`config.mk`:
```
export PLATFORM = sky130hd
export DESIGN_NAME = pheap_leq
export DESIGN_NICKNAME = d
export VERILOG_FILES = /design/src/rtl/pheap_leq.sv
export SDC_FILE = /design/constraint.sdc
export NUM_CORES = 1
export LEC_CHECK = 0
export CAP_MARGIN = 20
export CORE_ASPECT_RATIO = 1.25
export CORE_MARGIN = 3
export CORE_UTILIZATION = 45
export CTS_CLUSTER_SIZE = 25
export DETAILED_ROUTE_END_ITERATION = 16
export GPL_TIMING_DRIVEN = 1
export HOLD_SLACK_MARGIN = 0.15
export PLACE_DENSITY = 0.73
export SLEW_MARGIN = 20
export SYNTH_ARGS = -nofsm -noshare
export SYNTH_HDL_FRONTEND = slang
export SYNTH_SLANG_ARGS = --single-unit
```
`constraint.sdc`:
```
create_clock -name clk -period 2.8 [get_ports clk]
set_input_delay 0.56 -clock clk [delete_from_list [all_inputs] [get_ports clk]]
set_output_delay 0.56 -clock clk [all_outputs]
set_load 0.01 [all_outputs]
```
`src/rtl/pheap_leq.sv`:
```
// pheap_leq: one level of a pipelined heap; takes INSERT/REMOVE tokens, updates its node, forwards to a child.
// Define PHEAP_MAX_EN for max-heap ordering (min-heap otherwise).
module pheap_leq #(
   parameter int LEVEL = 2,
   parameter int DEPTH = 4,
   parameter int KEY_W = 8
) (
   input  logic             clk,
   input  logic             rst_n,
   input  logic             phase,
   input  logic             in_valid,
   output logic             in_ready,
   input  logic [1:0]       in_op,
   input  logic [LEVEL-2:0] in_idx,
   input  logic [KEY_W-1:0] in_key,
   output logic             out_valid,
   output logic [1:0]       out_op,
   output logic [LEVEL-1:0] out_idx,
   output logic [KEY_W-1:0] out_key,
   output logic             topActive,
   output logic             wenTop,
   output logic [LEVEL-2:0] raddrTop,
   output logic [LEVEL-2:0] wraddrTop,
   output logic [KEY_W:0]   aTop,
   input  logic [KEY_W:0]   yTop,
   output logic [LEVEL-1:0] raddrBot,
   input  logic [KEY_W:0]   yBotL,
   input  logic [KEY_W:0]   yBotR,
   output logic             err_ovf,
   output logic             err_unf
);
   localparam int AW = LEVEL - 1;
   localparam int NN = 1 << AW;
   localparam int CW = DEPTH - LEVEL + 1;
   localparam bit LEAF = LEVEL == DEPTH;
   localparam logic [CW-1:0] VR = CW'((1 << (DEPTH - LEVEL)) - 1);
   localparam logic [1:0] OP_INS = 2'b01;
   localparam logic [1:0] OP_REM = 2'b10;
   typedef enum logic [2:0] {INIT, IDLE, RD, WR, CL1, CL2, CL3} state_e;
   state_e st_q;
   logic act;
   logic [AW-1:0] cnt_q, idx_q;
   logic [1:0] op_q, oop_q;
   logic [KEY_W-1:0] key_q, okey_q;
   logic [LEVEL-1:0] oidx_q;
   logic wen_q, fwd_q, ov_q, ovf_q, unf_q;
   logic [KEY_W:0] wdata_q;
   logic [CW-1:0] vac_l_q [NN];
   logic [CW-1:0] vac_r_q [NN];
   logic [CW-1:0] vl, vr;
   logic nv, lv, rv, swap;
   logic [KEY_W-1:0] nk, lk, rk;
   logic side_d, fwd_d, wen_d, ovf_d, unf_d;
   logic [KEY_W:0] wdata_d;
   logic [KEY_W-1:0] fkey_d;
   function automatic logic better(input logic [KEY_W-1:0] a, input logic [KEY_W-1:0] b);
`ifdef PHEAP_MAX_EN
      return a > b;
`else
      return a < b;
`endif
   endfunction
   assign act = phase == 1'(LEVEL % 2);
   assign {nv, nk} = yTop;
   assign {lv, lk} = LEAF ? '0 : yBotL;
   assign {rv, rk} = LEAF ? '0 : yBotR;
   assign vl = vac_l_q[idx_q];
   assign vr = vac_r_q[idx_q];
   assign swap = better(key_q, nk);
   always_comb begin
      side_d = (op_q == OP_INS) ? vl == '0 : !lv || (rv && better(rk, lk));
      fwd_d = !LEAF && nv && ((op_q == OP_INS) ? (vl != '0 || vr != '0) : (op_q == OP_REM) && (lv || rv));
      ovf_d = (op_q == OP_INS) && nv && !fwd_d;
      unf_d = (op_q == OP_REM) && !nv;
      wen_d = (op_q == OP_INS) ? (!nv || swap) : (op_q == OP_REM) && nv;
      wdata_d = (op_q == OP_INS) ? {1'b1, key_q} : fwd_d ? {1'b1, side_d ? rk : lk} : '0;
      fkey_d = (op_q == OP_INS && swap) ? nk : key_q;
   end
   always_ff @(posedge clk) begin
      if (!rst_n) begin
         st_q <= INIT;
         cnt_q <= '0;
         idx_q <= '0;
         op_q <= '0;
         key_q <= '0;
         wen_q <= 1'b0;
         wdata_q <= '0;
         fwd_q <= 1'b0;
         ov_q <= 1'b0;
         oop_q <= '0;
         oidx_q <= '0;
         okey_q <= '0;
         ovf_q <= 1'b0;
         unf_q <= 1'b0;
         for (int i = 0; i < NN; i++) begin
            vac_l_q[i] <= VR;
            vac_r_q[i] <= VR;
         end
      end else begin
         wen_q <= 1'b0;
         ov_q <= 1'b0;
         case (st_q)
            INIT: if (act) begin
               cnt_q <= cnt_q + 1'b1;
               if (cnt_q == AW'(NN - 1)) st_q <= IDLE;
            end
            IDLE: if (act && in_valid) begin
               st_q <= RD;
               op_q <= in_op;
               idx_q <= in_idx;
               key_q <= in_key;
            end
            RD: begin
               st_q <= WR;
               wen_q <= wen_d;
               wdata_q <= wdata_d;
               fwd_q <= fwd_d;
               oop_q <= op_q;
               oidx_q <= {idx_q, side_d};
               okey_q <= fkey_d;
               ovf_q <= ovf_q | ovf_d;
               unf_q <= unf_q | unf_d;
               // inserts consume a slot below, removes free one; both saturate
               if (fwd_d && !side_d) vac_l_q[idx_q] <= (op_q == OP_INS) ? vl - CW'(vl != '0) : vl + CW'(vl != VR);
               if (fwd_d && side_d) vac_r_q[idx_q] <= (op_q == OP_INS) ? vr - CW'(vr != '0) : vr + CW'(vr != VR);
            end
            WR: begin
               st_q <= CL1;
               ov_q <= fwd_q;
            end
            CL1: st_q <= CL2;
            CL2: st_q <= CL3;
            CL3: st_q <= IDLE;
            default: st_q <= INIT;
         endcase
      end
   end
   assign topActive = act;
   assign in_ready = st_q == IDLE && act;
   assign raddrTop = st_q == IDLE ? in_idx : idx_q;
   assign raddrBot = LEAF ? '0 : {raddrTop, 1'b0};
   // gated by rst_n so a reset landing on the write cycle suppresses the write
   assign wenTop = rst_n && (wen_q || (st_q == INIT && act));
   assign wraddrTop = st_q == INIT ? cnt_q : idx_q;
   assign aTop = st_q == INIT ? '0 : wdata_q;
   assign out_valid = ov_q;
   assign out_op = oop_q;
   assign out_idx = oidx_q;
   assign out_key = okey_q;
   assign err_ovf = ovf_q;
   assign err_unf = unf_q;
endmodule
```
# After elaboration in Yosys (flattened, before gate mapping)

Memories as Yosys holds them, arrays and structs flattened. A register that Yosys moved wholly into a read port is not among the register bits.
Index checks and enable logic that the tools add are counted.

$lt $le $gt $ge: 2
Reduce and logical (&&, ||, !) cells: 34
Multiplexer cells: 35
$add $sub $neg: 5
Bitwise logic cells: 3
Equal/unequal tests: 13

Operators with widths:

| operator                                             | number |
|---|---|
| 2-to-1 mux 9 bit                                     | 3 |
| 2-to-1 mux 1 bit                                     | 22 |
| 2-to-1 mux 3 bit                                     | 7 |
| case mux 3 bit (7 select lines)                      | 1 |
| less-than comparator 8 bit                           | 2 |
| 2-to-1 mux 8 bit                                     | 2 |
| logical AND 1 bit                                    | 14 |
| equality test 3 bit (second input constant)          | 3 |
| AND reduction 2 bit                                  | 4 |
| adder 3 x 1 -> 3 bit                                 | 2 |
| equality test 3 x 2 -> 1 bit (second input constant) | 2 |
| logical NOT 3 bit                                    | 2 |
| != test 2 bit (second input constant)                | 3 |
| != test 3 x 2 -> 1 bit (second input constant)       | 2 |
| nonzero test 3 bit                                   | 2 |
| OR reduction 3 bit                                   | 2 |
| subtractor 3 x 1 -> 3 bit                            | 2 |
| logical OR 1 bit                                     | 5 |
| logical NOT 1 bit                                    | 4 |
| equality test 3 x 1 -> 1 bit (second input constant) | 1 |
| AND reduction 3 bit                                  | 1 |
| equality test 2 x 1 -> 1 bit (second input constant) | 1 |
| equality test 2 bit (second input constant)          | 1 |
| bitwise OR 1 bit                                     | 2 |
| 2 further kinds                                      | 2 |

Output and inout port bits: 31
Bits in writable memories: 12
Flip-flop bits (word level): 41
Logic and storage cells: 108
Memories kept: 2
Input port bits: 42

Memory list:

| memory  | words | width | read ports | clocked after Yosys merged registers in | write ports | RTL line | source |
|---|---|---|---|---|---|---|---|
| vac_l_q | 2     | 3     | 1          | 1                                       | 2           | 48       | `logic [CW-1:0] vac_l_q [NN];` |
| vac_r_q | 2     | 3     | 1          | 1                                       | 2           | 49       | `logic [CW-1:0] vac_r_q [NN];` |

# Logic depth before layout (Yosys ltp)

Word-level depth: 12
Depth in mapped cells: 10

# Worst setup path before layout

No wires, ideal clock.

Path type: reg2reg
From: register op_q[1]
To: memory vac_l_q[0][2] in the netlist's numbering, data pin
Clock period less this slack: 2.322 ns
Path buffers: 2
Stages on the path, launching flop included: 11
Data arrival time: 2.060 ns
Path slack: 0.478 ns
Cell sequence: dfxtp_1 and2b_4 buf_6 clkbuf_1 nand3_1 nand2_1 nand2_1 ha_1 fa_1 xnor2_1 nor4_1

RTL lines:

| what                     | RTL line | source |
|---|---|---|
| start: declaration       | 43       | `logic [1:0] op_q, oop_q;` |
| start signal: assignment | 109      | `op_q <= in_op;` |
| end: declaration         | 48       |  |

# Worst setup path after layout

From: input phase
To: output wenTop

Word-level cells in the longest chain between the ends: 4

Ends and longest elaborated chain:

| what                       | RTL line | source |
|---|---|---|
| start: declaration         | 10       | `input logic phase,` |
| NOT 1 bit (no source line) | -        |  |
| logical AND 1 bit          | 143      | `assign wenTop = rst_n && (wen_q \|\| (st_q == INIT && act));` |
| logical OR 1 bit           | 143      |  |
| logical AND 1 bit          | 143      |  |
| end: declaration           | 21       | `output logic wenTop,` |

Every way passes these cells.

==> qor.yml <==
outcome:
  status: "finished clean"
layout:
  syn_to_final_growth_pct: 27.7
  fillCellCount: 657
  num_antenna_cells: 0
  nNetsFinal: 508
  fin_cells: 539
  final_area_sq_um: 4260
  register_area_sq_um: 1200
  multi_input_area_sq_um: 1940
  drive_gt1_share_pct: 10.7
critical_path:
  worst-path-stages: 5
  r2r_setup_slack_ps: 220
  slowest_stage: "clkdlybuf4s50_1"
  path_cells: "clkdlybuf4s50_1, nor4_1, nor2_1, nor2_1, clkdlybuf4s50_1"
  r2r_end: "vac_l_q[0][2]$_SDFFCE_PN0P_"
  worstSetupPathType: "input port to output pin"
  cp-start-kind: "input port"
  crit_required_ps: 2240
  worst_setup_path_end_kind: "output pin"
  crit_arrival_ps: 2030
  crit_buf_inv: 2
  cp_top_family: "buffers and inverters"
  crit_fanout: 2
  cp_slowest_stage_delay_ps: 550
  reg2regPathDepth: 8
synth:
  synth-main-ff-cell: "dfxtp_1"
  ys_types: 62
  synth.cell_area_sq_um: 3340
  ys_ff_latch: 54
  netlist_instances: 381
  avgSynthCellArea_sq_um: 8.76
  ys_warn_count: 0
  ys_seq_area_share_pct: 36.0
  ys_async_sr_fraction_pct: 0
  synthesis.nets: 441
  synth_edf_count: 12
clock_network:
  hold_buffers: 0
  post_cts_buffers: 0
  path_clk_slew_ps: 90
  clk_path_buf_depth: 2
  htree_num_levels: 2
  cts_tree: "yes"
  cts.sinks: 54
  cts-root-buf: "clkbuf_8"
  clock_latency_ps: 300
  numCtsBuffers: 5
  cts-resized-gates: 0
min_path:
  holdPathEnd: "out_idx[1]$_SDFFE_PN0N_"
  hold_depth: 2
  hold_class: "flop to flop"
  holdCritStartpoint: "out_idx[1]$_SDFFE_PN0N_"
die:
  dieWidth_um: 83.0
  dieArea_sq_um: 8490
  ios: 73
  core-area_sq_um: 7060
  start_util_pct: 47.3
  row_count: 34
  die_h_um: 102
placement:
  gp_congestion: 0.835
  placedInstanceArea_sq_um: 4120
  hpwlAfterDp_mm: 6.25
  placedCellCount: 531
  port_buffers: 71
route:
  antenna_left: 0
  drt-wirelength-per-cell_um: 15.1
  drt_wl_total_mm: 8.11
  drt_iter0_drc: 123
  drtPass1Iterations: 5
  vias: 2940
  detail_route.drc_violations: 0
  viasPerCell: 5.45
sta:
  clock.fmax_mhz: 386
  worst-slew-pin-transition_ps: 766
  finalHoldViolations: 0
  rsz0062_at_grt: "false"
  maxSlewViolCount: 0
  finalCritPeriodShare_pct: 92.6
  fin_tns_setup_ps: 0
  finClkSkew_ps: 5.43
  relSlewSlack_pct: 49.0
  hold-worst-slack_ps: 462
  finalSetupViolations: 0
  fin_crit_ps: 2590
global_routing:
  grt_max_degree: 38
  overflow: 0
  grt_pass1_vias: 2937
  grt_usage_pct: 19.7
  antenna_found_initial: 0
  grt_pass1_wl_mm: 13.8
power_and_ir_drop:
  p_per_area_nw_per_um2: 414
  ir_drop_v: 0.000287
  p_leak_uw: 0.00178
flow_run:
  drv_cap: 0
tightest hold or removal path, cell delays in order (launching register included):
cell and delay, ps:
dfxtp_1 320, nand2_1 50, a21oi_1 50
worst max-delay path by stage:
stage,from,to
floorplan,op_q[1]$_SDFFE_PN0P_,vac_l_q[0][2]$_SDFFCE_PN0P_
global placement,yBotL[2],wdata_q[6]$_SDFFE_PN0N_
finish,phase,wenTop
global route,flop,vac_l_q[0][2]$_SDFFCE_PN0P_
detailed placement,yBotL[2],vac_r_q[1][1]$_SDFFCE_PN1P_
CTS,phase,wenTop
synthesized netlist by cell type, drive strengths merged (3+ instances only):
| cell type | number | area share, % |
|---|---|---|
| a221o | 6 | 1.8 |
| buf | 13 | 2.9 |
| or2 | 7 | 1.4 |
| o211ai | 6 | 1.8 |
| inv | 18 | 2.0 |
| o21ai | 33 | 5.3 |
| nor2 | 33 | 3.9 |
| nand2 | 30 | 3.4 |
| edfxtp | 12 | 11 |
| nand2b | 5 | 0.94 |
| a31oi | 10 | 2.1 |
| and3 | 12 | 2.2 |
| nor2b | 14 | 2.6 |
| nand3 | 25 | 3.7 |
| clkbuf | 10 | 1.1 |
| dfxtp | 42 | 25 |
| a21o | 4 | 0.90 |
| o211a | 3 | 1.1 |
| a21oi | 29 | 4.3 |
| nor3b | 4 | 1.5 |
| ha | 16 | 6.0 |
| mux2i | 17 | 5.3 |
| nor3 | 5 | 1.0 |
cells by family after synthesis:
| kind of cell | synth area share (%) |
|---|---|
| AO/OA/AOI/OAI | 21.6 |
| XOR/XNOR | 0.788 |
| adder cells (fa/ha/maj) | 7.20 |
| buffers and inverters | 6.04 |
| flip-flops | 36.0 |
| multiplexers | 6.00 |
| other | 0.112 |
| AND/OR/NAND/NOR | 22.3 |
state kept, by name, summed over array words and instances, names as in the netlist, 2 cells and up, named ones only:
name,count
out_key,8
wdata_q,9
vac_l_q,6
vac_r_q,6
out_op,2
op_q,2
out_idx,2
key_q,8
st_q,3
cell usage in the layout, fill, tap and decap left out, types with 6 or more instances in the layout:
cell,synthesis,routed
nor2b_1,14,14
inv_1,17,17
clkdlybuf4s50_1,0,71
a31oi_1,9,9
nand2_1,29,29
ha_1,16,16
a21oi_1,29,29
nand3_1,25,25
buf_4,3,12
dfxtp_1,42,42
o21ai_0,26,26
mux2i_1,15,15
nor2_1,31,31
and3_1,12,12
edfxtp_1,12,12
a221o_1,6,6
power breakdown:
group          switching [uW]  internal (uW)
sequential               22.3            814
combinational             154            158
clock                     258            358
metal layers:
layer	global-route usage [%]	wire, um	up-vias
met1	24.6	3630	1374
met5	0	0	-
met4	4.28	54	0
met3	3.23	337	6
met2	35.9	4090	65
li1	-	-	1495
final cells by class:
cell class                 count  area share (%)
clock buffer                   5            1.62
multi-input combinational    286            45.6
clock inverter                 3            1.62
sequential                    54            28.2
timing repair buffer          83            18.8
inverter                      18            1.59
tap                           90            2.64
stage by stage:
stage | util (%) | setup WS, ps | total power (uW)
6_report | 60.3 | 207 | 1760
5_1_grt | 60.3 | 61.3 | 1850
4_1_cts | 60.3 | 169 | 1780
3_5_place_dp | 58.4 | 38.6 | 1170
3_3_place_gp | 58.4 | 81.0 | 1160
2_1_floorplan | - | 478 | 1020
Power figures use the tool's default switching activity.
